<file path="src/rtl/axi_sram_slave.sv">
// AXI4 slave front-end for a single-port word SRAM.
// Handles one outstanding INCR burst (up to 16 beats) at a time. Read bursts
// use a fetch/data pair of cycles per beat. Write beats stream at one per cycle
// while WVALID is held.
//
// Handshake rule used on every channel: a transfer happens on the rising edge
// where VALID and READY are both high. VALID never drops before its transfer,
// and the payload stays stable while VALID is high and READY is low.
module axi_sram_slave #(
    parameter int ID_W    = 8,
    parameter int SRAM_AW = 14
) (
    input  logic               ACLK,
    input  logic               ARESETn,
    // read address channel
    input  logic               ARVALID,
    output logic               ARREADY,
    input  logic [31:0]        ARADDR,
    input  logic [ID_W-1:0]    ARID,
    input  logic [3:0]         ARLEN,
    input  logic [2:0]         ARSIZE,
    input  logic [1:0]         ARBURST,
    // read data channel
    output logic               RVALID,
    input  logic               RREADY,
    output logic [31:0]        RDATA,
    output logic [ID_W-1:0]    RID,
    output logic [1:0]         RRESP,
    output logic               RLAST,
    // write address channel
    input  logic               AWVALID,
    output logic               AWREADY,
    input  logic [31:0]        AWADDR,
    input  logic [ID_W-1:0]    AWID,
    input  logic [3:0]         AWLEN,
    input  logic [2:0]         AWSIZE,
    input  logic [1:0]         AWBURST,
    // write data channel
    input  logic               WVALID,
    output logic               WREADY,
    input  logic [31:0]        WDATA,
    input  logic [3:0]         WSTRB,
    input  logic               WLAST,
    // write response channel
    output logic               BVALID,
    input  logic               BREADY,
    output logic [ID_W-1:0]    BID,
    output logic [1:0]         BRESP,
    // SRAM macro
    output logic               CEB,
    output logic [3:0]         WEB,
    output logic [SRAM_AW-1:0] A,
    output logic [31:0]        DI,
    input  logic [31:0]        DO,
    // debug: current FSM state encoding
    output logic [2:0]         dbg_state_o
);

    typedef enum logic [2:0] {
        S_IDLE     = 3'd0,
        S_RD_FETCH = 3'd1,
        S_RD_DATA  = 3'd2,
        S_WR_DATA  = 3'd3,
        S_WR_RESP  = 3'd4
    } state_t;

    state_t              state_q;
    logic                ready_q;     // address channels open (IDLE only)
    logic [ID_W-1:0]     id_q;
    logic [SRAM_AW-1:0]  addr_q;
    logic [3:0]          len_q;
    logic [3:0]          beat_q;
    logic                werr_q;
    logic                rvalid_q;
    logic                rlast_q;
    logic [ID_W-1:0]     rid_q;
    logic                wready_q;
    logic                bvalid_q;
    logic [ID_W-1:0]     bid_q;
    logic [1:0]          bresp_q;

    logic [SRAM_AW-1:0]  addr_d;
    logic [3:0]          beat_d;
    logic                last_beat;
    logic                wlast_err;
    logic                ar_hs;
    logic                aw_hs;
    logic                w_hs;
    logic                unused_bits;

    // Size, burst type and out-of-range address bits carry no meaning here.
    assign unused_bits = ^{ARSIZE, ARBURST, AWSIZE, AWBURST,
                           ARADDR[31:SRAM_AW+2], ARADDR[1:0],
                           AWADDR[31:SRAM_AW+2], AWADDR[1:0]};

    assign addr_d    = addr_q + SRAM_AW'(1);
    assign beat_d    = beat_q + 4'd1;
    assign last_beat = (beat_q == len_q);
    assign wlast_err = (WLAST != last_beat);

    // Read wins a same-cycle tie: AWREADY is withheld while ARVALID is high.
    assign ARREADY = ready_q;
    assign AWREADY = ready_q & ~ARVALID;
    assign ar_hs   = ARVALID & ready_q;
    assign aw_hs   = AWVALID & AWREADY;
    assign w_hs    = WVALID & wready_q;

    assign RVALID  = rvalid_q;
    assign RLAST   = rlast_q;
    assign RID     = rid_q;
    assign RRESP   = 2'b00;
    // DO is held by the macro while CEB is high, so it stays stable through a stall.
    assign RDATA   = rvalid_q ? DO : 32'h0;
    assign WREADY  = wready_q;
    assign BVALID  = bvalid_q;
    assign BID     = bid_q;
    assign BRESP   = bresp_q;

    // SRAM strobes: read fetch cycle, or a write beat in the same cycle as its handshake.
    assign CEB = ~((state_q == S_RD_FETCH) | w_hs);
    assign WEB = w_hs ? ~WSTRB : 4'hF;
    assign A   = addr_q;
    assign DI  = w_hs ? WDATA : 32'h0;

    assign dbg_state_o = state_q;

    // Transaction FSM with registered channel outputs.
    always_ff @(posedge ACLK) begin
        if (!ARESETn) begin
            state_q  <= S_IDLE;
            ready_q  <= 1'b0;
            id_q     <= '0;
            addr_q   <= '0;
            len_q    <= '0;
            beat_q   <= '0;
            werr_q   <= 1'b0;
            rvalid_q <= 1'b0;
            rlast_q  <= 1'b0;
            rid_q    <= '0;
            wready_q <= 1'b0;
            bvalid_q <= 1'b0;
            bid_q    <= '0;
            bresp_q  <= 2'b00;
        end else begin
            unique case (state_q)
                S_IDLE: begin
                    ready_q <= 1'b1;
                    if (ar_hs) begin
                        id_q    <= ARID;
                        addr_q  <= ARADDR[SRAM_AW+1:2];
                        len_q   <= ARLEN;
                        beat_q  <= '0;
                        ready_q <= 1'b0;
                        state_q <= S_RD_FETCH;
                    end else if (aw_hs) begin
                        id_q     <= AWID;
                        addr_q   <= AWADDR[SRAM_AW+1:2];
                        len_q    <= AWLEN;
                        beat_q   <= '0;
                        ready_q  <= 1'b0;
                        wready_q <= 1'b1;
                        state_q  <= S_WR_DATA;
                    end
                end
                S_RD_FETCH: begin
                    rvalid_q <= 1'b1;
                    rlast_q  <= last_beat;
                    rid_q    <= id_q;
                    state_q  <= S_RD_DATA;
                end
                S_RD_DATA: begin
                    if (RREADY) begin
                        rvalid_q <= 1'b0;
                        rlast_q  <= 1'b0;
                        if (rlast_q) begin
                            ready_q <= 1'b1;
                            state_q <= S_IDLE;
                        end else begin
                            beat_q  <= beat_d;
                            addr_q  <= addr_d;
                            state_q <= S_RD_FETCH;
                        end
                    end
                end
                S_WR_DATA: begin
                    if (w_hs) begin
                        beat_q <= beat_d;
                        addr_q <= addr_d;
                        werr_q <= werr_q | wlast_err;
                        // The burst ends on the beat count; WLAST only flags an error.
                        if (last_beat) begin
                            wready_q <= 1'b0;
                            bvalid_q <= 1'b1;
                            bid_q    <= id_q;
                            bresp_q  <= (werr_q | wlast_err) ? 2'b10 : 2'b00;
                            state_q  <= S_WR_RESP;
                        end
                    end
                end
                S_WR_RESP: begin
                    if (BREADY) begin
                        bvalid_q <= 1'b0;
                        werr_q   <= 1'b0;
                        ready_q  <= 1'b1;
                        state_q  <= S_IDLE;
                    end
                end
                default: begin
                    state_q <= S_IDLE;
                end
            endcase
        end
    end

endmodule
</file>
<file path="config.mk">
export PLATFORM = sky130hd
export DESIGN_NAME = axi_sram_slave
export DESIGN_NICKNAME = d
export VERILOG_FILES = /design/src/rtl/axi_sram_slave.sv
export SDC_FILE = /design/constraint.sdc
export NUM_CORES = 1
export LEC_CHECK = 0
export ABC_CLOCK_PERIOD_IN_PS = 2100
export BUFFER_PORTS_ARGS = -buffer_cell sky130_fd_sc_hd__buf_2
export CORE_AREA = 2 2 109 111
export DETAILED_ROUTE_END_ITERATION = 7
export DIE_AREA = 0 0 111 113
export PLACE_DENSITY = 0.66
export SLEW_MARGIN = 20
export SYNTH_ARGS = -nofsm -noshare
export SYNTH_HDL_FRONTEND = slang
export SYNTH_SLANG_ARGS = --single-unit
</file>
<file path="constraint.sdc">
create_clock -name ACLK -period 2.1 [get_ports ACLK]
set_input_delay 0.42 -clock ACLK [delete_from_list [all_inputs] [get_ports ACLK]]
set_output_delay 0.42 -clock ACLK [all_outputs]
set_load 0.05 [all_outputs]
</file>
==> results.py, run 1 <==
metrics = {
    "run": {
        "cap_viol_max_count": 0,
    },
    "pwr": {
        "seqPwrFrac": 0.279,
        "peakVddDrop_mv": 0.440,
        "power_density_mw_per_mm2": 1080,
        "p_comb_frac": 0.558,
        "power.total_uw": 5390,
        "p_leak_uw": 0.00276,
        "internal-power_uw": 2650,
        "pwr-share-clk": 0.163,
        "power_switching_uw": 2730,
        "switching_share": 0.508,
    },
    "worst_setup_path": {
        "crit_path_start_kind": "register",
        "crit_path_cell_trace": "nor2_1, and2_1, nor2_4, buf_2",
        "max_stage_delay_ps": 530,
        "cp_max_fo": 10,
        "required_ps": 1680,
        "cp.arrival_ps": 1570,
        "critPathKind": "register to output pin",
        "cpMaxStageDelayCell": "dfxtp_1",
        "critPathCaptureType": "output pin",
    },
    "cts": {
        "cts_buffer_depth": 2,
        "cts-root-buf": "clkbuf_16",
        "clk_pin_slew_ps": 80,
        "cts.repair.resized": 0,
        "tritoncts": "built",
        "clock-sinks": 56,
        "postCtsSetupBuffers": 0,
        "numCtsBuffers": 5,
        "cts_hold_buf": 0,
        "cts-htree-levels": 2,
        "clk_latency_ps": 290,
    },
    "finish": {
        "fillCellCount": 1120,
        "syn2layout_area_growth_pct": 40.6,
        "regArea_sq_mm": 0.00112,
        "num_antenna_cells": 0,
        "drive_gt1_frac": 0.404,
        "multi_input_area_sq_mm": 0.00218,
        "nets": 858,
        "final_util": 0.442,
    },
    "timing": {
        "min_period_over_period": 0.949,
        "relSlewSlack": 0.583,
        "finalHoldViolCount": 0,
        "slew_viol_final": 0,
        "tns_ps": 0,
        "fmax_mhz": 502,
        "period_minus_slack_ps": 1990,
        "fin_skew_ps": 4.56,
        "setup-violations-final": 0,
        "rsz0062_at_grt": "no",
        "tightest_slew_ps": 625,
    },
    "synthesis": {
        "yosys.area.top_type_share": 0.317,
        "yosysSeqAreaShare": 0.317,
        "syn_area_sq_mm": 0.00354,
        "yosysTopAreaCell": "dfxtp_1",
        "synth.cells.most_frequent": "nand2_1 (88), dfxtp_1 (56), and2_1 (35)",
        "synth_area_leaders": "dfxtp_1 (32%), nand2_1 (9.3%), and2_1 (6.2%), and3_1 (5.8%), a21boi_0 (3.8%)",
        "avgSynthCellArea_sq_um": 7.65,
        "synth_edf_count": 0,
        "synth_cell_type_count": 59,
        "synthCells": 463,
        "yosys_warnings": 0,
        "async_flop_share": 0,
        "ys_ff_latch": 56,
        "yosys.cell_count.top_type": "nand2_1",
        "synth_ff_type": "dfxtp_1",
    },
    "floorplan": {
        "die_height_um": 113,
        "die-width_um": 111,
        "die_area_sq_mm": 0.0125,
        "fp.coreArea_sq_mm": 0.0113,
        "num_io_pins": 286,
        "initial_core_util": 0.314,
        "rows": 39,
    },
    "detailed_routing": {
        "drt-pass1-iter-count": 4,
        "wl_per_cell_um": 14.4,
        "drc": 0,
        "antenna_left": 0,
        "dr.first_iter.drc_count": 273,
        "vias_per_cell": 4.88,
        "dr_total_vias": 4035,
        "totalWireLength_um": 11900,
    },
    "placed_design": {
        "dp_hpwl_um": 9380,
        "portBuffers": 236,
        "gp_congestion": 0.854,
    },
    "min_path": {
        "hp-class": "input port to register",
    },
    "global_route": {
        "grt_pass1_vias": 3819,
        "grt_use_total": 0.177,
        "grt_pass1_wl_um": 18500,
        "gr-total-overflow": 0,
        "grt_max_degree": 48,
        "antenna_found_initial": 0,
    },
    "outcome": {
        "status": "finished clean",
    },
}
==> power groups by stage <==
stage,Combinational [uW],Clock (uW),Sequential (uW)
after floorplan,1880,0,1920
after global placement,2970,0,1520
after detailed placement,3010,0,1530
after CTS,3020,894,1510
after global routing,3230,938,1540
final,3010,876,1500
==> per-stage QoR <==
step           setup WS [ps]  hold slack, ps  cell area (sq um)  std cells
2_1_floorplan           27.5             430               3560        465
3_5_place_dp             204             458               4820        818
6_report                 107             450               4980        826
5_1_grt                 21.3             470               4980        826
4_1_cts                  106             441               4980        826
3_3_place_gp             245             443               4820        818
==> placed cells by master (no fill, tap or decap), drive strengths merged, types with 3 or more instances in the layout <==
cell type,n
nor2b,13
o211a,13
a31oi,4
nor3,5
nor4,4
xor2,5
buf,251
clkbuf,5
mux2i,13
and3,33
o21ai,19
nor2,21
dfxtp,56
conb,3
nand3,25
a21boi,23
o211ai,6
a21oi,19
nand2,89
and2,37
inv,9
==> per-layer routing <==
| metal | up-vias | wire length [um] | GRT usage | share of wire |
|---|---|---|---|---|
| li1 | 2036 | - | - | - |
| met3 | 18 | 738 | 0.0295 | 0.062 |
| met5 | - | 0 | 0 | 0 |
| met1 | 1831 | 4860 | 0.220 | 0.41 |
| met4 | 0 | 221 | 0.0483 | 0.019 |
| met2 | 150 | 6060 | 0.317 | 0.51 |
==> cell families after synthesis <==
family,count (synthesis),synth area share
simple gates,239,0.348
fa+ha+maj,2,0.00707
other cells,1,0.00106
flops,56,0.317
buf+inv,47,0.0710
xor+xnor,5,0.0124
compound gates,100,0.207
mux,13,0.0367
==> layout make-up <==
type	instances	share of cell area
clock buffer	5	0.0251
clock inverter	3	0.00578
inverter	6	0.00452
multi-input combinational	362	0.439
sequential	56	0.225
tap	143	0.0359
timing repair buffer	251	0.265
==> final timing paths <==
path | from | end | slack, ps | cells past startpoint
hold reg to reg | BVALID | BVALID | 460 | 2
setup reg to reg | dbg_state_o[2] | A[6] | 230 | 5
hold / removal | BREADY | dbg_state_o[2] | 450 | 3
setup / recovery | dbg_state_o[2] | CEB | 110 | 4
==> flip-flops by register name, summed over array words and instances (netlist names) <==
register,cells
BID,8
dbg_state_o,3
werr_q,1
beat_q,4
WREADY,1
len_q,4
BVALID,1
RID,8
BRESP,1
RVALID,1
ARREADY,1
RLAST,1
A,14
id_q,8
==> worst max-delay path, delay by kind of cell (launching register included) <==
family                 cells  cell delay (ps)
DFF                        1              530
and+or+nand+nor            3              490
buffers and inverters      1              260
(Power assumes the default switching activity.)
==> inputs of run 2 (changes only) <==
- PLACE_DENSITY: 0.66 -> not set
- PLACE_DENSITY_LB_ADDON: not set -> 0.25
==> run 2 against run 1 <==
Compared with the run above:
- non-clock buffer count increased by 2
- sequential power about the same
- global-route usage about the same
- utilization increased by 0.19 points
- fmax increased by 5.2%
- final cell count increased by 0.24%
- largest power group unchanged
==> results.py, run 2 (synthesized netlist as in run 1, its figures left out) <==
metrics = {
    "timing": {
        "tns_ps": 0,
        "tightest_slew_ps": 652,
        "layout_setup_ws_ps": 206,
        "finalHoldViolCount": 0,
        "rsz0062_at_grt": "no",
        "setup-violations-final": 0,
        "period_minus_slack_ps": 1890,
        "slew_viol_final": 0,
        "min_period_over_period": 0.902,
        "fmax_mhz": 528,
        "fin_skew_ps": 4.20,
        "relSlewSlack": 0.565,
    },
    "finish": {
        "num_antenna_cells": 0,
        "multi_input_area_sq_mm": 0.00218,
        "regArea_sq_mm": 0.00112,
        "final_util": 0.444,
        "final_cell_mix": "buf_2 (236), nand2_1 (88), dfxtp_1 (56), and2_1 (35), and3_1 (33)",
        "layout_commonest_cell": "buf_2",
        "largest_reg_flops": 14,
        "fillCellCount": 1156,
        "nets": 860,
        "drive_gt1_frac": 0.406,
        "syn2layout_area_growth_pct": 41.2,
    },
    "floorplan": {
        "initial_core_util": 0.314,
        "num_io_pins": 286,
        "die_height_um": 113,
        "die_area_sq_mm": 0.0125,
        "fp.coreArea_sq_mm": 0.0113,
        "die-width_um": 111,
        "rows": 39,
    },
    "cts": {
        "cts_buffer_depth": 2,
        "cts.repair.resized": 0,
        "postCtsSetupBuffers": 0,
        "clk_latency_ps": 290,
        "cts_hold_buf": 0,
        "numCtsBuffers": 5,
        "clock-sinks": 56,
        "tritoncts": "built",
        "cts-htree-levels": 2,
        "cts-root-buf": "clkbuf_16",
        "clk_pin_slew_ps": 70,
    },
    "pwr": {
        "power_switching_uw": 2690,
        "seqPwrFrac": 0.278,
        "peakVddDrop_mv": 0.475,
        "power_density_mw_per_mm2": 1090,
        "switching_share": 0.495,
        "internal-power_uw": 2750,
        "p_comb_frac": 0.547,
        "pwr-share-clk": 0.175,
        "power.total_uw": 5430,
        "p_leak_uw": 0.00278,
    },
    "worst_setup_path": {
        "crit_family": "simple AND/OR/NAND/NOR gates",
        "crit_path_start_kind": "register",
        "required_ps": 2330,
        "cpMaxStageDelayCell": "nor2_2",
        "cp_max_fo": 17,
        "critPathKind": "register to register",
        "crit_path_cell_trace": "buf_4, nand3_1, a21oi_4, nor2_2, o21ai_0, a21boi_2",
        "critPathBufInv": 1,
        "max_stage_delay_ps": 520,
        "critPathCaptureType": "register",
        "cp.arrival_ps": 2120,
    },
    "detailed_routing": {
        "wl_per_cell_um": 14.1,
        "drt-pass1-iter-count": 4,
        "dr.first_iter.drc_count": 249,
        "vias_per_cell": 4.87,
        "dr_total_vias": 4029,
        "drc": 0,
        "totalWireLength_um": 11700,
        "antenna_left": 0,
    },
    "global_route": {
        "antenna_found_initial": 0,
        "grt_pass1_vias": 3750,
        "grt_pass1_wl_um": 18600,
        "grt_max_degree": 41,
        "gr-total-overflow": 0,
        "grt_use_total": 0.177,
    },
    "outcome": {
        "status": "finished clean",
    },
    "placed_design": {
        "pre_cts_ws_ps": 221,
        "portBuffers": 236,
        "gp_congestion": 0.839,
        "dp_hpwl_um": 9050,
    },
    "run": {
        "cap_viol_max_count": 0,
    },
    "min_path": {
        "hp-class": "input port to register",
    },
}
## run 2: area by class of cell
class                      count  area share
clock buffer                   5      0.0250
clock inverter                 3     0.00951
inverter                       6     0.00450
multi-input combinational    362       0.437
sequential                    56       0.224
tap                          143      0.0358
timing repair buffer         253       0.264
## run 2: path summary, 6_finish.rpt
check                      start  slack [ps]  cells past startpoint      to
setup reg to reg  dbg_state_o[0]         210                      6    A[6]
hold reg to reg           RID[3]         460                      2  RID[3]
setup / recovery  dbg_state_o[0]         210                      6    A[6]
hold / removal             WLAST         460                      4  werr_q
## run 2: power by group through the flow
| stage | clock, uW | combinational, uW | sequential [uW] |
|---|---|---|---|
| after floorplan | 0 | 1880 | 1920 |
| final | 950 | 2970 | 1510 |
| after global placement | 0 | 2960 | 1520 |
| after CTS | 972 | 3000 | 1510 |
| after global routing | 1020 | 3220 | 1540 |
| after detailed placement | 0 | 2990 | 1530 |
## run 2: per-stage QoR
| stage | hold slack (ps) | cells | area (sq um) |
|---|---|---|---|
| final | 455 | 828 | 5000 |
| after global routing | 477 | 828 | 5000 |
| after CTS | 457 | 828 | 5000 |
| after detailed placement | 457 | 820 | 4830 |
| after global placement | 443 | 820 | 4830 |
| after floorplan | 430 | 465 | 3560 |
## run 2: tightest hold or removal path, stage by stage
cell and delay (ps):
buf_2 90, xor2_1 70, nand3_1 70, nand2_1 50
## run 2: routing by layer
| metal | share of wire | wire length, um | global-route usage |
|---|---|---|---|
| met4 | 0.012 | 139 | 0.0425 |
| met3 | 0.062 | 728 | 0.0343 |
| met5 | 0 | 0 | 0 |
| met1 | 0.42 | 4850 | 0.220 |
| met2 | 0.51 | 5960 | 0.318 |
